## src/rtl/alu_op_issuer_if.sv

```systemverilog
// Request/response handshake bundle for the ALU operation issuer.
// master = requester side, slave = issuer side.
interface alu_op_issuer_if #(
    parameter int W = 8
);
    logic         req_valid;
    logic         req_ready;
    logic [1:0]   req_op;
    logic [W-1:0] req_a;
    logic [W-1:0] req_b;
    logic         rsp_valid;
    logic         rsp_ready;
    logic [W-1:0] rsp_data;
    logic         rsp_err;

    modport master (
        output req_valid, req_op, req_a, req_b, rsp_ready,
        input  req_ready, rsp_valid, rsp_data, rsp_err
    );

    modport slave (
        input  req_valid, req_op, req_a, req_b, rsp_ready,
        output req_ready, rsp_valid, rsp_data, rsp_err
    );
endinterface

```

## src/rtl/alu_op_issuer.sv

```systemverilog
// Sequencer driving a combinational 8-bit ALU macro from registers,
// waiting a per-opcode settle time before capturing its result.
module alu_op_issuer #(
    parameter int W          = 8,
    parameter int ADD_WAIT   = 3,
    parameter int PASS_WAIT  = 1,
    parameter int OPCHG_WAIT = 1
) (
    input  logic          clk,
    input  logic          rst_n,
    alu_op_issuer_if.slave bus,
    output logic [W-1:0]  alu_i1,
    output logic [W-1:0]  alu_i2,
    output logic [1:0]    alu_opcode,
    input  logic [W-1:0]  alu_o1,
    output logic          busy
);
    localparam int MAXW = (ADD_WAIT > PASS_WAIT) ? ADD_WAIT : PASS_WAIT;
    localparam int MAXN = MAXW + OPCHG_WAIT;
    localparam int CW   = (MAXN < 2) ? 1 : $clog2(MAXN + 1);

    typedef enum logic [1:0] {IDLE, DRIVE, RESP} state_t;

    state_t       state, state_n;
    logic [W-1:0] i1_n, i2_n, data_q, data_n;
    logic [1:0]   opc_n, last_op, last_op_n;
    logic [CW-1:0] cnt, cnt_n;
    logic [CW:0]  opw, nsum;
    logic         vld_q, vld_n, err_q, err_n;

    assign bus.req_ready = (state == IDLE);
    assign bus.rsp_valid = vld_q;
    assign bus.rsp_data  = data_q;
    assign bus.rsp_err   = err_q;
    assign busy          = (state != IDLE);

    always_comb begin
        state_n   = state;
        i1_n      = alu_i1;
        i2_n      = alu_i2;
        opc_n     = alu_opcode;
        last_op_n = last_op;
        cnt_n     = cnt;
        vld_n     = vld_q;
        data_n    = data_q;
        err_n     = err_q;

        // settle time; opcode-change penalty only when the macro sees a new op
        opw  = (bus.req_op == 2'b00) ? (CW+1)'(ADD_WAIT)
                                     : (CW+1)'(PASS_WAIT);
        nsum = opw + ((bus.req_op != last_op) ? (CW+1)'(OPCHG_WAIT) : '0);
        if (nsum == '0) begin
            nsum = (CW+1)'(1);
        end

        unique case (state)
            IDLE: begin
                if (bus.req_valid) begin
                    if (bus.req_op != 2'b11) begin
                        i1_n      = bus.req_a;
                        i2_n      = bus.req_b;
                        opc_n     = bus.req_op;
                        last_op_n = bus.req_op;
                        cnt_n     = nsum[CW-1:0];
                        state_n   = DRIVE;
                    end else begin
                        data_n  = '0;
                        err_n   = 1'b1;
                        vld_n   = 1'b1;
                        state_n = RESP;
                    end
                end
            end
            DRIVE: begin
                if (cnt == CW'(1)) begin
                    data_n  = alu_o1;
                    err_n   = 1'b0;
                    vld_n   = 1'b1;
                    state_n = RESP;
                end else begin
                    cnt_n = cnt - CW'(1);
                end
            end
            RESP: begin
                if (bus.rsp_ready) begin
                    vld_n   = 1'b0;
                    state_n = IDLE;
                end
            end
            default: state_n = IDLE;
        endcase
    end

    always_ff @(posedge clk or negedge rst_n) begin
        if (!rst_n) begin
            state      <= IDLE;
            alu_i1     <= '0;
            alu_i2     <= '0;
            alu_opcode <= 2'b00;
            last_op    <= 2'b00;
            cnt        <= '0;
            vld_q      <= 1'b0;
            data_q     <= '0;
            err_q      <= 1'b0;
        end else begin
            state      <= state_n;
            alu_i1     <= i1_n;
            alu_i2     <= i2_n;
            alu_opcode <= opc_n;
            last_op    <= last_op_n;
            cnt        <= cnt_n;
            vld_q      <= vld_n;
            data_q     <= data_n;
            err_q      <= err_n;
        end
    end
endmodule
```

## src/flat_wrapper.sv

```systemverilog
// flat-port wrapper written by rule: the top's interface ports become plain ports
module alu_op_issuer_flat 
#(
    parameter int W          = 8,
    parameter int ADD_WAIT   = 3,
    parameter int PASS_WAIT  = 1,
    parameter int OPCHG_WAIT = 1
)
  (clk, rst_n, alu_i1, alu_i2, alu_opcode, alu_o1, busy, bus_req_valid, bus_req_op, bus_req_a, bus_req_b, bus_rsp_ready, bus_req_ready, bus_rsp_valid, bus_rsp_data, bus_rsp_err);
  alu_op_issuer_if #(.W(W)) bus_i ();
  input  logic clk;
  input  logic rst_n;
  output logic [W-1:0] alu_i1;
  output logic [W-1:0] alu_i2;
  output logic [1:0] alu_opcode;
  input  logic [W-1:0] alu_o1;
  output logic busy;
  input wire logic [$bits(bus_i.req_valid)-1:0] bus_req_valid;
  input wire logic [$bits(bus_i.req_op)-1:0] bus_req_op;
  input wire logic [$bits(bus_i.req_a)-1:0] bus_req_a;
  input wire logic [$bits(bus_i.req_b)-1:0] bus_req_b;
  input wire logic [$bits(bus_i.rsp_ready)-1:0] bus_rsp_ready;
  output wire logic [$bits(bus_i.req_ready)-1:0] bus_req_ready;
  output wire logic [$bits(bus_i.rsp_valid)-1:0] bus_rsp_valid;
  output wire logic [$bits(bus_i.rsp_data)-1:0] bus_rsp_data;
  output wire logic [$bits(bus_i.rsp_err)-1:0] bus_rsp_err;
  assign bus_i.req_valid = bus_req_valid;
  assign bus_i.req_op = bus_req_op;
  assign bus_i.req_a = bus_req_a;
  assign bus_i.req_b = bus_req_b;
  assign bus_i.rsp_ready = bus_rsp_ready;
  assign bus_req_ready = bus_i.req_ready;
  assign bus_rsp_valid = bus_i.rsp_valid;
  assign bus_rsp_data = bus_i.rsp_data;
  assign bus_rsp_err = bus_i.rsp_err;
  alu_op_issuer #(.W(W), .ADD_WAIT(ADD_WAIT), .PASS_WAIT(PASS_WAIT), .OPCHG_WAIT(OPCHG_WAIT)) u_core (.clk(clk), .rst_n(rst_n), .bus(bus_i), .alu_i1(alu_i1), .alu_i2(alu_i2), .alu_opcode(alu_opcode), .alu_o1(alu_o1), .busy(busy));
endmodule
```

## config.mk

```make
export PLATFORM = sky130hd
export DESIGN_NAME = alu_op_issuer_flat
export DESIGN_NICKNAME = d
export VERILOG_FILES = /design/src/rtl/alu_op_issuer_if.sv /design/src/rtl/alu_op_issuer.sv /design/src/flat_wrapper.sv
export SDC_FILE = /design/constraint.sdc
export NUM_CORES = 1
export LEC_CHECK = 0
export CAP_MARGIN = 20
export CORE_MARGIN = 5
export CORE_UTILIZATION = 35
export CTS_CLUSTER_SIZE = 14
export DETAILED_ROUTE_END_ITERATION = 6
export PLACE_DENSITY_LB_ADDON = 0.1
export SLEW_MARGIN = 20
export SYNTH_ARGS = -nofsm -noshare
export SYNTH_HDL_FRONTEND = slang
export SYNTH_SLANG_ARGS = --single-unit
```

## constraint.sdc

```tcl
create_clock -name clk -period 2 [get_ports clk]
set_input_delay 0.6 -clock clk [delete_from_list [all_inputs] [get_ports clk]]
set_output_delay 0.6 -clock clk [all_outputs]
set_load 0.01 [all_outputs]
```

Word level (Yosys, flattened, before mapping)
Index checks and enable logic that the tools add are counted.
{ "word_totals": {"reg_bits": 33, "input_bits": 30, "out_inout_bits": 30} }
{ "classes": {"add_sub_neg": 2, "eq_ne": 11, "mux": 23, "n_reduce_logical": 11} }
{ "ops": {"columns": ["op", "count"], "rows": [
  ["$mux W8", 3],
  ["$pmux W8 S2", 1],
  ["$mux W3", 4],
  ["$mux W2", 5],
  ["$ne A2 B2 Y1 const B", 5],
  ["$reduce_and A4 Y1", 2],
  ["$mux W1", 6],
  ["$pmux W2 S3", 1],
  ["$pmux W3 S2", 1],
  ["$reduce_and A3 Y1", 2],
  ["$reduce_and A5 Y1", 1],
  ["$logic_not A2 Y1", 2],
  ["$logic_not A4 Y1", 1],
  ["$ne A2 B1 Y1 const B", 2],
  ["$reduce_bool A2 Y1", 2],
  ["$add A2 B1 Y3", 1],
  ["$eq A3 B1 Y1 const B", 1],
  ["$pmux W1 S3", 1],
  ["$reduce_bool A3 Y1", 1],
  ["$sub A3 B1 Y3 const B", 1],
  ["$eq A2 B1 Y1 const B", 1],
  ["$eq A2 B2 Y1 const B", 1],
  ["$ne A2 B2 Y1", 1],
  ["$pmux W1 S2", 1]
]} }

Longest topological paths before layout
Gate-level depths: netlist of the first run.
{ "logic_depth": {"ltp_word": 8, "ltp_mapped": 6} }

Least setup slack after synthesis of the first run
OpenSTA, ideal clock, no wires.
{ "synth_path": {"path_kind": "input to register", "from": "input bus_req_valid", "to": "register u_core.alu_i1[6]", "setup_time_ns": 0.125, "t_arrival_ns": 1.383, "path_slack_ns": 0.491, "path_stages": 4, "path_cell_list": "a21boi_0 -> nand2_1 -> buf_6 -> mux2_4"} }
{ "synth_between": {"elab_chain_len": 1} }
{ "synth_lines": {"columns": ["element", "line", "source"], "rows": [
  ["from (decl)", "flat_wrapper.sv:18", "input wire logic [$bits(bus_i.req_valid)-1:0] bus_req_valid;"],
  ["$reduce_and A3 Y1 (no source line)", null, null],
  ["to (signal assigned)", "alu_op_issuer.sv:107", "alu_i1 <= i1_n;"],
  ["to (decl)", "alu_op_issuer.sv:12", "output logic [W-1:0] alu_i1,"]
]} }
Every way passes these cells.
A chain may end at the register's enable or synchronous reset.

Worst setup path in the final report of the first run
{ "layout_path": {"from": "input bus_req_op[0]", "to": "register u_core.alu_i1[6]"} }
{ "layout_between": {"elab_chain_len": 2} }
{ "layout_lines": {"columns": ["element", "line", "source"], "rows": [
  ["from (decl)", "flat_wrapper.sv:19", "input wire logic [$bits(bus_i.req_op)-1:0] bus_req_op;"],
  ["$ne A2 B2 Y1", "alu_op_issuer.sv:59", "if (bus.req_op != 2'b11) begin"],
  ["$reduce_and A3 Y1 (no source line)", null, null]
]} }
Every way passes these cells.

==> flow_metrics.tcl, run 1 <==
set metrics [dict create \
    remaining_drc_errors 0 \
    place.gp.congestion 0.755 \
    rsz0062_at_grt "no" \
    wire_per_inst_um 14.9 \
    grt_overflow 0 \
    area_growth_pct 53.6 \
    die_width_um 74.9 \
    yosysSeqAreaShare 0.560 \
    fin_setup_tns_ns 0 \
    finalPower_mw 3.38 \
    ys_top_cells_by_area "dfrtp_1 56%, mux2_4 18%, a22o_1 4.8%" \
    placed_area_um2 2150 \
    cts_max_path_buffers 2 \
    holdCritPathClass "flop to flop" \
    yosys_most_used_dff "dfrtp_1" \
    cp_max_fo 20 \
    r2r-start "u_core.state[1]" \
    antenna_found_initial 0 \
    setup_viol 0 \
    fp.coreArea_um2 4030 \
    fmax_mhz 548 \
    crit_type "input pin to flop" \
    yosysWarningCount 0 \
    clock_latency_ns 0.28 \
    port_buffers 59 \
    drive_gt1_frac 0.221 \
    required_ns 2.16 \
    cts_root_buffer "clkbuf_8" \
    period_share 0.913 \
    firstDrtPassIters 4 \
    reg2reg_to "u_core.bus.rsp_data[6]" \
    min_path_cells 1 \
    wl_mm 3.31 \
    grt_pass1_wl_mm 5.31 \
    dr_total_vias 1022 \
    critPathMaxStageDelay_ns 0.49 \
    power.leakage_nw 1.07 \
    hp-start "u_core.bus.rsp_data[2]" \
    synth-edff-count 0 \
    cts_made_buffers 5 \
    clock_sinks 33 \
    syn_inst 101 \
    yosys.area.top_type_share 0.560 \
    postSynthAreaPerCell_um2 14.6 \
    netlist_area_um2 1470 \
    die_area_um2 5610 \
    cpLargestDelayFamily "buffers and inverters" \
    min_to "u_core.bus.rsp_data[2]" \
    place_ws_ns -0.116 \
    crit_slowest_cell "clkdlybuf4s50_1" \
    powerDensity_nw_per_um2 1500 \
    synthArstFlopShare 1.00 \
    slew_headroom 0.625 \
    ant_nets 0 \
    cp_data_arrival_time_ns 1.99 \
    fill_cells 342 \
    grt_max_degree 34 \
    synth_nets 134 \
    cts_tree "yes" \
    tightest_slew_ns 0.560 \
    startpoint_type "input pin" \
    irDropWorstVdd_v 0.000669 \
    io_pins 60 \
    synth.distinct_cells 24 \
    grt_pass1_vias 1099 \
    cp_num_buf_inv 2 \
    antenna-diode-count 0 \
    cts_htree_levels 2 \
    setup_ws_ns 0.174 \
    final_core_util 0.562 \
    yosys_register_bits 33 \
    die_y_um 74.9 \
    final_area_um2 2260 \
    hold_buffers 0 \
    crit_chain "clkdlybuf4s50_1, a21boi_0, nand2_1, buf_12, mux2_4" \
    path_clk_slew_ns 0.06 \
    crit_path_end_kind "flop" \
    drv_cap 0 \
    finalNetCount 204 \
    ys_top_cells_by_count "33 x dfrtp_1, 18 x mux2_4, 8 x a22o_1" \
    via_per_inst 4.60 \
    track_usage 0.127 \
    final_max_slew_viol_count 0 \
    status "finished clean" \
    num_rows 23 \
    finClkSkew_ns 0.00427 \
    drt_iter0_drc 58 \
    initial_utilization 0.366 \
    fin_crit_ns 1.83 \
    reg2reg_depth 4 \
    reg2reg_slack_ns 0.44 \
    yosys.area.top_type "dfrtp_1" \
    synth.most_common_cell "dfrtp_1" \
    hold_viol 0 \
    place_hpwl_mm 2.41 \
]
[timing repair]
action                     CTS  global route
pin swaps                    0             0
hold endpoints to repair     0             0
resized for setup            1             2
setup endpoints to repair    1             2
setup buffers                0             0
[worst reg2reg max path, stage by stage, from the launching register on]
cell	delay, ns
dfrtp_1	0.38
buf_4	0.15
and2b_2	0.25
nor3b_2	0.50
a22o_1	0.22
[worst max-delay path by stage]
stage / slack, ns / endpoint / from / depth (start not counted)
after global placement: -0.08 / u_core.alu_i2[5] / bus_req_op[0] / 5
after floorplan: 0.49 / u_core.alu_i1[6] / bus_req_valid / 4
after detailed placement: -0.12 / u_core.cnt[1] / bus_req_op[0] / 6
final: 0.17 / u_core.alu_i1[6] / bus_req_op[0] / 5
after global routing: 0.12 / u_core.cnt[1] / bus_req_op[0] / 6
after CTS: 0.01 / bus_req_ready / u_core.state[1] / 2
[registers in the layout, indices dropped and copies added, names as in the netlist]
name,count
u_core.state,2
u_core.cnt,3
u_core.bus.rsp_valid,1
u_core.alu_opcode,2
u_core.alu_i2,8
u_core.alu_i1,8
u_core.bus.rsp_err,1
u_core.bus.rsp_data,8
[cells in the final DEF (no fill, tap or decap)]
cell type        instances
buf_4                    7
and2b_2                  1
mux2_4                  18
nor2_2                   1
mux2i_1                  2
nor2_1                   1
nor3b_2                  1
clkbuf_8                 7
xnor2_1                  2
a22oi_1                  1
a31oi_1                  1
clkinv_2                 1
o21ai_0                  3
ha_1                     3
o221ai_1                 1
a21boi_0                 1
nand2b_4                 1
clkdlybuf4s50_1         57
a22o_1                   8
inv_1                    7
nand3b_1                 2
a21oi_1                  2
dfrtp_1                 33
buf_12                   1
dlymetal6s2s_1           2
a211o_1                  1
nand2_1                  4
o211a_1                  1
o2111ai_1                1
nand2b_1                 1
[through the flow]
stage / std cells / hold WS, ns
finish: 222 / 0.504
global route: 222 / 0.527
CTS: 222 / 0.510
detailed placement: 214 / 0.490
global placement: 214 / 0.490
floorplan: 101 / 0.304
[per-layer routing]
layer,track usage,routed length (um),vias to the layer above
met5,0,0,-
met4,0.0356,20,0
met1,0.171,1460,482
met2,0.190,1510,44
li1,-,-,494
met3,0.0521,319,2
[cells by family after synthesis]
group	count (synthesis)	synth area share
flip-flops	33	0.560
AO/OA/AOI/OAI	20	0.104
multiplexers	20	0.197
AND/OR/NAND/NOR	12	0.0535
buffers and inverters	11	0.0484
adder cells (fa/ha/maj)	3	0.0255
XOR/XNOR	2	0.0119
[report_power, final]
group          total (mW)  leakage [nW]  switching [mW]  internal (mW)
combinational        1.68         0.614           0.618           1.06
sequential           1.17         0.400           0.188          0.979
clock               0.541        0.0542           0.230          0.311
total                3.38          1.07            1.04           2.35
[layout make-up]
class                           instances  area [um^2]  share of cell area
Clock inverter                          1         5.00             0.00221
Multi-Input combinational cell         57          579               0.256
Sequential cell                        33          826               0.365
Clock buffer                            7         96.3              0.0426
Timing Repair Buffer                   67          668               0.295
Tap cell                               50         62.6              0.0276
Inverter                                7         26.3              0.0116
Power figures use the tool's default switching activity.
==> inputs of run 2 (changes only) <==
--- a/config.mk
+++ b/config.mk
@@ -7,7 +7,7 @@
 export LEC_CHECK = 0
 export CAP_MARGIN = 20
 export CORE_MARGIN = 5
-export CORE_UTILIZATION = 35
+export CORE_UTILIZATION = 40
 export CTS_CLUSTER_SIZE = 14
 export DETAILED_ROUTE_END_ITERATION = 6
 export PLACE_DENSITY_LB_ADDON = 0.1
==> run 2 against run 1 <==
Against the previous run: clock skew increased by 0.00057 ns; final cell count unchanged; die area decreased by 11%; global-route usage up 1.9 points; count of clock-buffer cells in the layout unchanged; critical path type unchanged; largest power group unchanged; clock power about the same; non-clock buffer count rose by 2.
==> flow_metrics.tcl, run 2 (synthesis gave the netlist of run 1 again) <==
set metrics [dict create \
    status "finished clean" \
    post-cts-setup-buffer-count 0 \
    cts_htree_levels 2 \
    rsz0062_at_grt "no" \
    initial_utilization 0.409 \
    startpoint_type "input pin" \
    grt_overflow 0 \
    place_hpwl_mm 2.47 \
    antenna-diode-count 0 \
    crit_chain "clkdlybuf4s50_1, buf_4, a21oi_1, a211o_1, a22o_1" \
    fin_setup_tns_ns 0 \
    num_rows 22 \
    finalNetCount 206 \
    tightest_slew_ns 0.595 \
    port_buffers 59 \
    path_clk_slew_ns 0.06 \
    cts_made_buffers 5 \
    power.leakage_nw 1.07 \
    die_y_um 70.7 \
    grt_pass1_vias 1124 \
    io_pins 60 \
    setup_viol 0 \
    hold_buffers 0 \
    firstDrtPassIters 4 \
    powerDensity_nw_per_um2 1500 \
    place.gp.congestion 0.747 \
    hold_viol 0 \
    drt_iter0_drc 47 \
    pwr-share-comb 0.497 \
    drv_cap 0 \
    cts_tree "yes" \
    wl_mm 3.30 \
    place_ws_ns -0.164 \
    clock_latency_ns 0.28 \
    fp.coreArea_um2 3610 \
    cp_max_fo 11 \
    required_ns 2.17 \
    area_growth_pct 54.5 \
    p_sw_mw 1.05 \
    p_seq_frac 0.343 \
    clkPwrFrac 0.159 \
    via_per_inst 4.79 \
    cp_data_arrival_time_ns 2.02 \
    final_cell_mix "57 x clkdlybuf4s50_1, 33 x dfrtp_1, 18 x mux2_4" \
    die_width_um 70.7 \
    irDropWorstVdd_v 0.000754 \
    final_max_slew_viol_count 0 \
    grt_pass1_wl_mm 5.65 \
    slew_headroom 0.602 \
    hold_slack_ns 0.510 \
    layout_commonest_cell "clkdlybuf4s50_1" \
    ant_nets 0 \
    cts_max_path_buffers 2 \
    power_switching_share 0.307 \
    wire_per_inst_um 14.9 \
    period_share 0.926 \
    p_int_mw 2.36 \
    crit_slowest_cell "clkdlybuf4s50_1" \
    crit_path_end_kind "flop" \
    remaining_drc_errors 0 \
    holdCritPathClass "flop to flop" \
    crit_type "input pin to flop" \
    dr_total_vias 1063 \
    grt_max_degree 34 \
    drive_gt1_frac 0.230 \
    finClkSkew_ns 0.00484 \
    track_usage 0.146 \
    critPathMaxStageDelay_ns 0.49 \
    fin_crit_ns 1.85 \
    die_area_um2 5000 \
    clock_sinks 33 \
    cts_root_buffer "clkbuf_8" \
    antenna_found_initial 0 \
    fmax_mhz 540 \
    setup_ws_ns 0.147 \
]
run 2: changes by cell type in the layout (fill, tap and decap cells not counted), sizes merged:
cell,previous run,this run
buf,8,10
dlygate4sd2,0,1
dlymetal6s2s,2,1
run 2: layout make-up:
cell class,instances,area (um^2)
inverter,7,26.3
tap,48,60.1
timing repair buffer,69,679
clock inverter,1,5.00
multi-input combinational,57,584
fill,294,1330
sequential,33,826
clock buffer,7,96.3
run 2: final timing paths:
kind	start	endpoint	slack [ns]	depth (start not counted)
setup / recovery	bus_req_op[0]	u_core.bus.rsp_data[7]	0.15	5
min in group asynchronous	rst_n	u_core.state[0]	0.73	2
max in group asynchronous	rst_n	u_core.alu_i2[3]	0.97	2
hold reg to reg	u_core.bus.rsp_err	u_core.bus.rsp_err	0.51	2
hold / removal	u_core.bus.rsp_err	u_core.bus.rsp_err	0.51	2
setup reg to reg	u_core.state[1]	u_core.bus.rsp_data[7]	0.38	4
run 2: repair_timing:
action	in CTS	in global routing
setup endpoints to repair	2	1
resized for setup	2	2
endpoints found under the hold margin	0	0
run 2: critical path: cells and delay by family:
| kind | cells | cell delay [ns] |
|---|---|---|
| AO/OA/AOI/OAI | 3 | 0.78 |
| buffers and inverters | 2 | 0.63 |
run 2: through the flow:
| stage | utilization | instances | cell area [um^2] | total power [mW] |
|---|---|---|---|---|
| 5_1_grt | 0.632 | 222 | 2280 | 3.63 |
| 6_report | 0.632 | 222 | 2280 | 3.40 |
| 3_5_place_dp | 0.601 | 214 | 2170 | 2.89 |
| 3_3_place_gp | 0.601 | 214 | 2170 | 2.84 |
| 4_1_cts | 0.629 | 222 | 2270 | 3.45 |
| 2_1_floorplan | - | 101 | 1470 | 2.07 |
run 2: power by group through the flow:
stage / Clock, mW / Combinational, mW / Sequential [mW]
floorplan: 0 / 0.792 / 1.28
global placement: 0 / 1.68 / 1.16
detailed placement: 0 / 1.72 / 1.17
CTS: 0.560 / 1.72 / 1.17
global route: 0.592 / 1.82 / 1.22
finish: 0.542 / 1.69 / 1.17
run 2: layer usage:
| metal | track usage | share of wire | vias up |
|---|---|---|---|
| met5 | 0 | 0 | - |
| met4 | 0.0501 | 0.017 | 0 |
| met3 | 0.0696 | 0.085 | 5 |
| met2 | 0.237 | 0.50 | 38 |
| met1 | 0.169 | 0.40 | 522 |
| li1 | - | - | 498 |
